===== src/rtl/cordic_pkg.sv =====
// Shared definitions for the CORDIC gain compensator.
//
// Contents:
//   COEF_W      - width of the unsigned Q2.15 gain coefficients
//   KINV_Q15    - 1/K (0.607253) in Q2.15
//   K_Q15       - K   (1.646760) in Q2.15
//   FRAC_SHIFT  - fractional bits of the coefficients (result shift)
//   ROUND_BIAS  - half an LSB of the shifted result, for half-up rounding
//   gain_mode_e - per-sample gain selection
//   coef_sel()  - maps a gain mode to its coefficient
package cordic_pkg;

    localparam int COEF_W     = 17;
    localparam int FRAC_SHIFT = 15;
    localparam int ROUND_BIAS = 16384;

    localparam logic [COEF_W-1:0] KINV_Q15 = 17'd19899;
    localparam logic [COEF_W-1:0] K_Q15    = 17'd53961;

    typedef enum logic {
        GAIN_INV = 1'b0,
        GAIN_K   = 1'b1
    } gain_mode_e;

    function automatic logic [COEF_W-1:0] coef_sel(input gain_mode_e mode);
        return (mode == GAIN_K) ? K_Q15 : KINV_Q15;
    endfunction

endpackage


===== src/rtl/cordic_gain_lane.sv =====
// One channel of the gain compensator: constant-coefficient multiply,
// pipelined partial-product accumulation, round half-up and saturate.
//
// Ports:
//   clock, reset  - clock and asynchronous active-high reset
//   en            - global stage enable; every register advances only when 1
//   in_v          - signed input sample (DATA_W bits)
//   mode_pipe     - gain mode per accumulation stage, owned by the top.
//                   With STAGES = 2 bit 0 is the mode of the incoming
//                   sample; otherwise bit j is the mode held alongside
//                   the sample sitting in v_q[j].
//   out_v         - rounded, saturated result (DATA_W bits)
//   out_sat       - result was clipped to the signed range
//
// Pipeline: stage 1 registers the sample, stages 2..STAGES-1 each add one
// slice of the coefficient's partial product, the last stage rounds and
// saturates. With STAGES = 2 the whole product is formed in stage 1.
module cordic_gain_lane
    import cordic_pkg::*;
#(
    parameter int DATA_W = 12,
    parameter int STAGES = 4,
    parameter int MP_W   = (STAGES > 2) ? STAGES - 2 : 1
) (
    input  logic              clock,
    input  logic              reset,
    input  logic              en,
    input  logic [DATA_W-1:0] in_v,
    input  logic [MP_W-1:0]   mode_pipe,
    output logic [DATA_W-1:0] out_v,
    output logic              out_sat
);

    // Full signed product width: sample times coefficient with a zero sign bit.
    localparam int P_W  = DATA_W + COEF_W + 1;
    localparam int NACC = MP_W;
    // Coefficient (plus its zero sign bit) is cut into NACC equal slices.
    localparam int CH   = (COEF_W + 1 + NACC - 1) / NACC;
    localparam int CP_W = NACC * CH;

    localparam logic signed [P_W-1:0] RND  = P_W'(ROUND_BIAS);
    localparam logic signed [P_W-1:0] MAXV = P_W'(2 ** (DATA_W - 1) - 1);
    localparam logic signed [P_W-1:0] MINV = -MAXV - P_W'(1);

    // Partial product of slice j of the mode's coefficient, already weighted.
    // Slices are unsigned, so each is widened with a zero sign bit. Any wrap
    // of an individual term cancels in the sum because the final product
    // always fits in P_W bits.
    function automatic logic signed [P_W-1:0] chunk_pp(
        input logic [DATA_W-1:0] v,
        input logic              mode,
        input int                j
    );
        logic [CP_W-1:0]        c;
        logic [CH-1:0]          slice;
        logic signed [P_W-1:0]  pp;
        c     = CP_W'(coef_sel(gain_mode_e'(mode)));
        slice = c[j*CH +: CH];
        pp    = P_W'($signed(v)) * P_W'($signed({1'b0, slice}));
        return pp <<< (j * CH);
    endfunction

    logic signed [P_W-1:0] acc_q [NACC];

    if (STAGES == 2) begin : g_short
        always_ff @(posedge clock or posedge reset) begin
            if (reset) begin
                acc_q[0] <= '0;
            end else if (en) begin
                acc_q[0] <= chunk_pp(in_v, mode_pipe[0], 0);
            end
        end
    end else begin : g_long
        logic [DATA_W-1:0] v_q [NACC];

        always_ff @(posedge clock or posedge reset) begin
            if (reset) begin
                for (int j = 0; j < NACC; j++) begin
                    v_q[j]   <= '0;
                    acc_q[j] <= '0;
                end
            end else if (en) begin
                v_q[0]   <= in_v;
                acc_q[0] <= chunk_pp(v_q[0], mode_pipe[0], 0);
                for (int j = 1; j < NACC; j++) begin
                    v_q[j]   <= v_q[j-1];
                    acc_q[j] <= acc_q[j-1] + chunk_pp(v_q[j], mode_pipe[j], j);
                end
            end
        end
    end

    logic signed [P_W-1:0] biased;
    logic signed [P_W-1:0] r_full;

    // Arithmetic shift after adding half an LSB: ties round toward +inf.
    assign biased = acc_q[NACC-1] + RND;
    assign r_full = biased >>> FRAC_SHIFT;

    always_ff @(posedge clock or posedge reset) begin
        if (reset) begin
            out_v   <= '0;
            out_sat <= 1'b0;
        end else if (en) begin
            if (r_full > MAXV) begin
                out_v   <= MAXV[DATA_W-1:0];
                out_sat <= 1'b1;
            end else if (r_full < MINV) begin
                out_v   <= MINV[DATA_W-1:0];
                out_sat <= 1'b1;
            end else begin
                out_v   <= r_full[DATA_W-1:0];
                out_sat <= 1'b0;
            end
        end
    end

endmodule


===== src/rtl/cordic_gain_comp.sv =====
// Dual-channel CORDIC gain compensator: scales (x, y) by 1/K or K per
// sample with bit-exact rounding and saturation, STAGES cycles of latency.
//
// Ports:
//   clock, reset         - clock and asynchronous active-high reset
//   in_valid / in_ready  - input handshake
//   in_x, in_y           - signed samples
//   in_mode              - 0: multiply by 1/K, 1: multiply by K
//   in_id                - tag carried alongside the sample
//   out_valid / out_ready- output handshake
//   out_x, out_y         - scaled samples
//   out_id               - tag of the output sample
//   out_sat              - bit0 x saturated, bit1 y saturated
//
// Handshake: a transfer happens on a rising edge where valid && ready are
// both high. The whole pipe moves as one (en); it stalls only when the last
// stage holds a sample that downstream refuses, so in_ready = en and the
// output registers hold steady for as long as out_valid && !out_ready.
// Empty slots travel with the data and are never squeezed out.
module cordic_gain_comp
    import cordic_pkg::*;
#(
    parameter int DATA_W   = 12,
    parameter int FRAC_W   = 8,
    parameter int ID_WIDTH = 8,
    parameter int STAGES   = 4
) (
    input  logic                clock,
    input  logic                reset,
    input  logic                in_valid,
    output logic                in_ready,
    input  logic [DATA_W-1:0]   in_x,
    input  logic [DATA_W-1:0]   in_y,
    input  logic                in_mode,
    input  logic [ID_WIDTH-1:0] in_id,
    output logic                out_valid,
    input  logic                out_ready,
    output logic [DATA_W-1:0]   out_x,
    output logic [DATA_W-1:0]   out_y,
    output logic [ID_WIDTH-1:0] out_id,
    output logic [1:0]          out_sat
);

    localparam int MP_W = (STAGES > 2) ? STAGES - 2 : 1;

    // FRAC_W only documents the sample format; the datapath preserves it.
    if (STAGES < 2 || STAGES > 10) begin : g_bad_stages
        $error("cordic_gain_comp: STAGES must be within 2..10");
    end
    if (FRAC_W < 0 || FRAC_W >= DATA_W) begin : g_bad_frac
        $error("cordic_gain_comp: FRAC_W must be within 0..DATA_W-1");
    end

    logic                en;
    logic [STAGES-1:0]   valid_q;
    logic [ID_WIDTH-1:0] id_q [STAGES];
    logic [MP_W-1:0]     lane_mode;
    logic                sat_x;
    logic                sat_y;

    assign en        = !valid_q[STAGES-1] || out_ready;
    assign in_ready  = en;
    assign out_valid = valid_q[STAGES-1];
    assign out_id    = id_q[STAGES-1];
    assign out_sat   = {sat_y, sat_x};

    always_ff @(posedge clock or posedge reset) begin
        if (reset) begin
            valid_q <= '0;
            for (int i = 0; i < STAGES; i++) begin
                id_q[i] <= '0;
            end
        end else if (en) begin
            valid_q <= {valid_q[STAGES-2:0], in_valid};
            id_q[0] <= in_id;
            for (int i = 1; i < STAGES; i++) begin
                id_q[i] <= id_q[i-1];
            end
        end
    end

    // Mode rides alongside the sample through the accumulation stages so
    // every slice of the product uses the coefficient its sample asked for.
    if (STAGES == 2) begin : g_mode_direct
        assign lane_mode = in_mode;
    end else begin : g_mode_pipe
        logic [MP_W-1:0] mode_q;

        always_ff @(posedge clock or posedge reset) begin
            if (reset) begin
                mode_q <= '0;
            end else if (en) begin
                mode_q[0] <= in_mode;
                for (int i = 1; i < MP_W; i++) begin
                    mode_q[i] <= mode_q[i-1];
                end
            end
        end

        assign lane_mode = mode_q;
    end

    cordic_gain_lane #(
        .DATA_W (DATA_W),
        .STAGES (STAGES),
        .MP_W   (MP_W)
    ) u_lane_x (
        .clock     (clock),
        .reset     (reset),
        .en        (en),
        .in_v      (in_x),
        .mode_pipe (lane_mode),
        .out_v     (out_x),
        .out_sat   (sat_x)
    );

    cordic_gain_lane #(
        .DATA_W (DATA_W),
        .STAGES (STAGES),
        .MP_W   (MP_W)
    ) u_lane_y (
        .clock     (clock),
        .reset     (reset),
        .en        (en),
        .in_v      (in_y),
        .mode_pipe (lane_mode),
        .out_v     (out_y),
        .out_sat   (sat_y)
    );

endmodule

===== config.mk =====
export PLATFORM = sky130hd
export DESIGN_NAME = cordic_gain_comp
export DESIGN_NICKNAME = d
export VERILOG_FILES = /design/src/rtl/cordic_pkg.sv /design/src/rtl/cordic_gain_lane.sv /design/src/rtl/cordic_gain_comp.sv
export SDC_FILE = /design/constraint.sdc
export NUM_CORES = 1
export LEC_CHECK = 0
export BUFFER_PORTS_ARGS = -buffer_cell sky130_fd_sc_hd__buf_2
export CORE_AREA = 3 3 201 203
export DETAILED_ROUTE_END_ITERATION = 10
export DIE_AREA = 0 0 204 206
export PLACE_DENSITY = 0.66
export RECOVER_POWER = 50
export SLEW_MARGIN = 10
export SYNTH_ARGS = -nofsm -noshare
export SYNTH_HDL_FRONTEND = slang
export SYNTH_SLANG_ARGS = --single-unit

===== constraint.sdc =====
create_clock -name clock -period 7.75 [get_ports clock]
set_input_delay 0.775 -clock clock [delete_from_list [all_inputs] [get_ports clock]]
set_output_delay 0.775 -clock clock [all_outputs]
set_load 0.03 [all_outputs]

# After elaboration in Yosys (flattened, before gate mapping)
# Cells that the tools add are included.
[classes]
order_cmp = 4
mux = 10
n_reduce_logical = 2
addsub = 4
multipliers = 4
[op_table]
columns = ["operator", "n"]
rows = [
  ["$add 30x16->30 const B", 2],
  ["$add 30x30->30", 2],
  ["$mux 12", 4],
  ["$mul 12x10->22", 2],
  ["$mul 12x8->20", 2],
  ["$gt 15x12->1 const B", 2],
  ["$lt 15x12->1 const B", 2],
  ["$mux 16", 1],
  ["$mux 9", 1],
  ["$mux 1", 4],
  ["$logic_not 1->1", 1],
  ["$logic_or 1x1->1", 1],
]
[totals]
ff_bits = 232
elab_cells = 42

# Depth between registers and ports, before layout
# Gate-level depths: netlist of run 1.
[logic_depth]
word_depth = 4
mapped_depth = 31

# Cells and area by module
# From an unflattened synthesis of run 1, not the netlist that was laid out.
[unflattened]
hier_cells = 2056
area_unflattened_um2 = 20325.7
[by_module_without_submodules]
columns = ["mod", "instances", "seq_area_each_um2", "cells_per_inst", "area_per_inst_um2"]
rows = [
  ["cordic_gain_lane at u_lane_y", 1, 1651.6, 1000, 9486.6],
  ["cordic_gain_lane at u_lane_x", 1, 1651.6, 964, 9310.2],
  ["cordic_gain_comp", 1, 950.9, 92, 1529.0],
]

# Least setup slack after synthesis of run 1
# OpenSTA, ideal clock, no wires.
[synth_path]
kind = "register to register"
start = "reg g_mode_pipe.mode_q[1]"
end = "reg u_lane_y.acc_q[28] (netlist bit)"
synth_period_minus_slack_ns = 5.864
setup_ns = 0.133
path_stages_with_launch = 30
arrival_time_ns = 5.731
slack_ns = 1.886
cell_sequence = "dfrtp_1 > buf_4 > clkbuf_1 > clkbuf_1 > nand2_1 > fa_1 > inv_1 > ha_1 > inv_1 > fa_1 > inv_1 > ha_1 > a21oi_1 > o21bai_1 > a21oi_1 > o21bai_1 > a21oi_1 > o21bai_1 > a21oi_1 > xnor2_1 > ha_1 > a21o_1 > a21o_1 > a21oi_1 > o21a_1 > a21oi_1 > a2111o_1 > a21oi_1 > xor2_1 > o21ai_0"
[synth_between]
elab_chain_len = 3
[synth_rtl]
columns = ["element", "line", "source"]
rows = [
  ["start, declared", "cordic_gain_comp.sv:87", "logic [MP_W-1:0] mode_q;"],
  ["start signal, assigned by index", "cordic_gain_comp.sv:95", "mode_q[i] <= mode_q[i-1];"],
  ["$mux 16", "cordic_pkg.sv:26", "return (mode == GAIN_K) ? K_Q15 : KINV_Q15;"],
  ["$mul 12x8->20", "cordic_gain_lane.sv:59", "pp = P_W'($signed(v)) * P_W'($signed({1'b0, slice}));"],
  ["$add 30x30->30", "cordic_gain_lane.sv:87", "acc_q[j] <= acc_q[j-1] + chunk_pp(v_q[j], mode_pipe[j], j);"],
  ["end signal, assigned by index", "cordic_gain_lane.sv:87", ""],
  ["end, declared", "cordic_gain_lane.sv:63", "logic signed [P_W-1:0] acc_q [NACC];"],
]
# No other way between the ends.
# A chain may end at the register's enable or synchronous reset.

# Final worst setup path of run 1
[layout_path]
start = "reg g_mode_pipe.mode_q[1]"
end = "reg u_lane_x.acc_q[28] (netlist bit)"
[layout_between]
elab_chain_len = 3
[layout_rtl]
columns = ["element", "line"]
rows = [
  ["$mux 16", "cordic_pkg.sv:26"],
  ["$mul 12x8->20", "cordic_gain_lane.sv:59"],
  ["$add 30x30->30", "cordic_gain_lane.sv:87"],
  ["end signal, assigned by index", "cordic_gain_lane.sv:87"],
  ["end, declared", "cordic_gain_lane.sv:63"],
]
# No other way between the ends.

==> results.yml, run 1 <==
setup_path:
  worstSetupPathType: "flop to flop"
  cp-start-kind: "flop"
  worstReg2RegEnd: "u_lane_x.acc_q[28]$_DFFE_PP0P_"
  cp-endpoint: "u_lane_x.acc_q[28]$_DFFE_PP0P_"
  cp_data_required_time_ns: 8.06
  worstPathMaxFanout: 31
  end_kind: "flop"
  reg2reg_depth: 28
  reg2reg_setup_slack_ns: 1.24
  cp.arrival_ns: 6.82
  critical_path.most_common_cell: "inv_1"
  critical_path.slowest_cell: "dfrtp_1"
  max_stage_delay_ns: 0.73
  worstSetupStartpoint: "g_mode_pipe.mode_q[1]$_DFFE_PP0P_"
  r2r_start: "g_mode_pipe.mode_q[1]$_DFFE_PP0P_"
timing:
  max_clock_freq_mhz: 154
  finalSetupViolCount: 0
  whs_ns: 0.453
  setup_ws_ns: 1.24
  drv_slew: 253
  tns_ns: 0
  period_minus_slack_ns: 6.51
  rsz0062_at_grt: "false"
  slew_headroom_pct: -212
  period_share_pct: 84.0
  finalHoldViolations: 0
  worst_pin_slew_ns: 4.65
  fin_worst_skew_ns: 0.0178
run:
  drv_cap: 3
global_route:
  grt_overflow: 0
  grt_max_degree: 109
  grt_pass1_vias: 14100
  grt_pass1_wl_um: 67300
  antenna_found_initial: 0
  grtUsageTotal_pct: 19.4
yosys:
  synthArstFlopShare_pct: 100
  synthTopCellsByCount: "inv_1 (364), nand2_1 (359), ha_1 (248), fa_1 (224), dfrtp_1 (170)"
  synth_area_per_cell_um2: 9.04
  yosysUniqueCellTypes: 62
  syn_area_um2: 19400
  yosys.area.top_type: "fa_1"
  ys_seq_area_share_pct: 22.0
  synth_edf_count: 0
  synth_cells: 2144
  synth_top_area_share_pct: 23.1
  synthTopCellsByArea: "fa_1 (23%), dfrtp_1 (22%), ha_1 (16%)"
  yosys_warnings: 0
  ys_ff_latch: 170
  yosysMostFrequentCell: "inv_1"
  synth_top_flop_cell: "dfrtp_1"
clock_tree:
  h-tree-depth: 4
  insertion_delay_ns: 0.46
  cts_sinks: 170
  cts_buffer_depth: 2
  clock-root-buffer: "clkbuf_16"
  cts_tree: "built"
  post-cts-setup-buffers: 0
  clkTransAtPathRegs_ns: 0.07
  numCtsBuffers: 17
  cts_hold_buf: 0
  cts-resized-gates: 0
layout:
  stdcell_count: 2717
  fillers: 3603
  drive_gt1_share_pct: 4.91
  syn_to_final_growth_pct: 7.21
  diodes: 0
  nNetsFinal: 2695
routing:
  drt-pass1-iter-count: 4
  vias_per_cell: 5.01
  drtAntennaViolNets: 0
  wirelength_um: 38400
  wl_per_cell_um: 14.1
  drt_iter0_markers: 492
  dr_total_vias: 13600
  drc_errors: 0
placement:
  pre_cts_ws_ns: 1.28
  placedCellCount: 2685
  dpl.hpwl_um: 30800
  gp_congestion: 0.864
  io_buffers: 72
floorplanning:
  initial_utilization_pct: 50.1
  core_area_um2: 38600
  fp.dieArea_um2: 42000
  dieWidth_um: 204
  num_rows: 72
  die_h_um: 206
  io_pins: 73
outcome:
  status: "complete, but fails checks"
  violations: "capacitance limit, slew limit"
worst_hold_path:
  hp-class: "flop to flop"
## placed cells by master (no fill, tap or decap), types with 7 or more instances in the layout
master       n
conb_1      24
nor2b_1     45
dfrtp_1    170
nand4_1     10
nor2_1      90
buf_2       37
fa_1       224
nand2_1    359
inv_6        7
and2_1      11
nand2b_1    31
o31ai_1     16
inv_1      363
a211oi_1     9
xor2_1      45
nor3_1      26
o21ai_0     49
o21a_1      14
a21o_1      42
o22a_1      13
nand3_1     30
o21bai_1    12
ha_1       248
clkbuf_16   17
a21oi_1     92
xnor2_1     63
clkbuf_1    36
buf_4        8
and3_1      18
or2_2       13
## layout make-up
type,instances,area [um^2],area share (%)
clock buffer,19,453,2.18
timing repair buffer,82,385,1.86
inverter,365,1380,6.63
sequential,170,4250,20.5
clock inverter,13,174,0.837
tap,518,648,3.12
multi-input combinational,1550,13500,64.9
## kinds of logic (layout without fill, tap and decap cells)
group | count (synthesis) | count (layout) | synth area share [%]
flops | 170 | 170 | 22.0
compound gates | 290 | 290 | 9.85
mux | 2 | 2 | 0.103
xor+xnor | 108 | 108 | 4.88
other cells | 2 | 24 | 0.0388
fa+ha+maj | 472 | 472 | 39.2
buf+inv | 446 | 479 | 8.89
simple gates | 654 | 654 | 15.1
## per-layer routing
layer / vias to the layer above / wire length, um / track usage [%]
met4: 0 / 512 / 4.35
met3: 37 / 1090 / 2.69
li1: 6871 / - / -
met1: 6526 / 18900 / 26.7
met5: - / 0 / 0
met2: 176 / 17900 / 33.0
## sequential cells by signal, summed over array words and instances, names as in the netlist
name	count
u_lane_y.out_v	12
u_lane_y.g_long.v_q	23
u_lane_x.g_long.v_q	24
u_lane_x.out_sat	1
u_lane_y.acc_q	30
g_mode_pipe.mode_q	2
out_id	8
u_lane_x.acc_q	29
valid_q	4
u_lane_x.out_v	12
u_lane_y.out_sat	1
id_q	24
## metrics by stage
step                      cell area (um^2)  utilization, %
after floorplan                      19500               -
after detailed placement             20200            52.3
after global placement               20200            52.3
after CTS                            20800            53.9
after global routing                 20800            53.7
final                                20800            53.7
## worst max-delay path, delay by kind of cell (launching register included)
kind            cells  cell delay (ns)
simple gates        2             0.53
flops               1             0.73
compound gates     12             2.15
fa+ha+maj           6             1.96
xor+xnor            2             0.28
buf+inv             6             0.67
## how the worst min path moves through the flow
stage	startpoint	endpoint	cells past startpoint
floorplan	valid_q[2]$_DFFE_PP0P_	valid_q[2]$_DFFE_PP0P_	2
global placement	valid_q[2]$_DFFE_PP0P_	valid_q[2]$_DFFE_PP0P_	2
detailed placement	valid_q[2]$_DFFE_PP0P_	valid_q[2]$_DFFE_PP0P_	2
CTS	valid_q[2]$_DFFE_PP0P_	valid_q[3]$_DFFE_PP0P_	1
global route	valid_q[2]$_DFFE_PP0P_	valid_q[3]$_DFFE_PP0P_	1
finish	valid_q[2]$_DFFE_PP0P_	valid_q[3]$_DFFE_PP0P_	1
Power of run 1 is not shown: default switching activity piles up to over one toggle a cycle in this logic, so the estimate is an artifact.
==> run 2, diff against run 1 <==
clock period = 6.72 ns   (was 7.75 ns; I/O delays follow)
==> results.yml, run 2 (synthesized netlist as in run 1, its figures left out) <==
timing:
  whs_ns: 0.410
  period_minus_slack_ns: 6.15
  max_clock_freq_mhz: 163
  tns_ns: 0
  drv_slew: 338
  finalSetupViolCount: 0
  setup_ws_ns: 0.574
  fin_worst_skew_ns: 0.0152
  worst_pin_slew_ns: 4.62
  slew_headroom_pct: -210
  rsz0062_at_grt: "false"
  period_share_pct: 91.5
  finalHoldViolations: 0
routing:
  wirelength_um: 38100
  met1Wirelength_um: 19300
  wl_met2_um: 17200
  drc_errors: 0
  wl_per_cell_um: 14.0
  maxUsedRoutingLayer: "met4"
  vias_per_cell: 5.01
  met3_length_um: 1150
  drt_iter0_markers: 532
  dr_total_vias: 13600
  drtAntennaViolNets: 0
  drt-pass1-iter-count: 5
clock_tree:
  cts_tree: "built"
  cts_hold_buf: 0
  clkTransAtPathRegs_ns: 0.08
  insertion_delay_ns: 0.45
  post-cts-setup-buffers: 0
  h-tree-depth: 4
  cts_sinks: 170
  clock-root-buffer: "clkbuf_16"
  cts_buffer_depth: 2
  numCtsBuffers: 17
placement:
  dpl.hpwl_um: 30800
  gp_congestion: 0.865
  pre_cts_ws_ns: 0.459
  io_buffers: 72
floorplanning:
  dieWidth_um: 204
  fp.dieArea_um2: 42000
  num_rows: 72
  core_area_um2: 38600
  initial_utilization_pct: 50.1
  die_h_um: 206
  io_pins: 73
setup_path:
  reg2reg_setup_slack_ns: 0.57
  worstPathMaxFanout: 27
  worstReg2RegEnd: "u_lane_x.acc_q[28]$_DFFE_PP0P_"
  reg2reg_depth: 28
  critical_path.slowest_cell: "fa_1"
  cp.arrival_ns: 6.44
  cp-start-kind: "flop"
  critical_path.most_common_cell: "inv_1"
  r2r_start: "g_mode_pipe.mode_q[1]$_DFFE_PP0P_"
  worstSetupPathType: "flop to flop"
  max_stage_delay_ns: 0.52
  cp_data_required_time_ns: 7.01
  end_kind: "flop"
outcome:
  status: "complete, but fails checks"
  violations: "capacitance limit, slew limit"
global_route:
  grt_pass1_vias: 14000
  grt_max_degree: 109
  grt_pass1_wl_um: 66800
  grt_overflow: 0
  antenna_found_initial: 1
  grtUsageTotal_pct: 19.3
layout:
  syn_to_final_growth_pct: 7.27
  largest_reg_flops: 30
  layout_commonest_cell: "inv_1"
  diodes: 0
  multi_input_area_um2: 13500
  largest-register: "u_lane_y.acc_q"
  nNetsFinal: 2698
  fillers: 3555
  seqCellArea_um2: 4260
  largest_registers: "u_lane_y.acc_q x30, u_lane_x.acc_q x29"
  post-route-util_pct: 53.8
  final_cell_mix: "inv_1 (363), nand2_1 (359), ha_1 (248), fa_1 (224), dfrtp_1 (169)"
  drive_gt1_share_pct: 5.00
worst_hold_path:
  holdPathEnd: "u_lane_x.g_long.v_q[22]$_DFFE_PP0P_"
  hp-class: "input port to flop"
  worstHoldPathCells: 3
  hp-start: "in_x[10]"
run:
  drv_cap: 5
==> run 2: changes by cell type in the layout (fill, tap and decap cells not counted), moves of 2 or more <==
cell	before	now
clkbuf_1	36	38
clkbuf_8	2	0
clkinv_2	0	2
inv_6	7	3
==> run 2: through the flow <==
| step | cell area (um^2) | instances |
|---|---|---|
| 2_1_floorplan | 19500 | 2166 |
| 3_3_place_gp | 20200 | 2688 |
| 3_5_place_dp | 20200 | 2688 |
| 4_1_cts | 20900 | 2720 |
| 5_1_grt | 20800 | 2720 |
| 6_report | 20800 | 2720 |
==> run 2: how the worst max path moves through the flow <==
stage / from / end / slack [ns] / cells past startpoint
after floorplan: g_mode_pipe.mode_q[1]$_DFFE_PP0P_ / u_lane_y.acc_q[28]$_DFFE_PP0P_ / 0.86 / 29
after global placement: g_mode_pipe.mode_q[1]$_DFFE_PP0P_ / u_lane_x.acc_q[28]$_DFFE_PP0P_ / 0.62 / 28
after detailed placement: g_mode_pipe.mode_q[1]$_DFFE_PP0P_ / u_lane_x.acc_q[28]$_DFFE_PP0P_ / 0.46 / 28
after CTS: g_mode_pipe.mode_q[1]$_DFFE_PP0P_ / u_lane_x.acc_q[28]$_DFFE_PP0P_ / 0.44 / 28
after global routing: g_mode_pipe.mode_q[1]$_DFFE_PP0P_ / u_lane_x.acc_q[28]$_DFFE_PP0P_ / 0.08 / 28
final: g_mode_pipe.mode_q[1]$_DFFE_PP0P_ / u_lane_x.acc_q[28]$_DFFE_PP0P_ / 0.57 / 28
==> run 2: what timing repair did <==
action	CTS	global route
endpoints found under the setup margin	0	1
hold endpoints to repair	0	0
resized for setup	0	1
==> run 2: final cells by class <==
class	instances	area share [%]
Multi-Input combinational cell	1550	64.9
Timing Repair Buffer	85	2.00
Sequential cell	170	20.5
Tap cell	518	3.12
Clock inverter	15	0.891
Inverter	365	6.60
Clock buffer	17	2.05
==> run 2: metal layers <==
layer | track usage (%) | vias up
met3 | 2.55 | 38
met1 | 27.7 | 6511
li1 | - | 6888
met2 | 31.3 | 181
met5 | 0 | -
met4 | 4.33 | 0
==> run 2: worst max-delay path: cells and delay by family, from the launching register on <==
| kind | cells | cell delay [ns] |
|---|---|---|
| AOI/OAI and AO/OA | 12 | 2.13 |
| adders and majority gates | 6 | 1.97 |
| buffers and inverters | 6 | 0.57 |
| and+or+nand+nor | 2 | 0.54 |
| DFF | 1 | 0.50 |
| xor gates and xnor gates | 2 | 0.28 |
Power of run 2 is left out for the same reason.
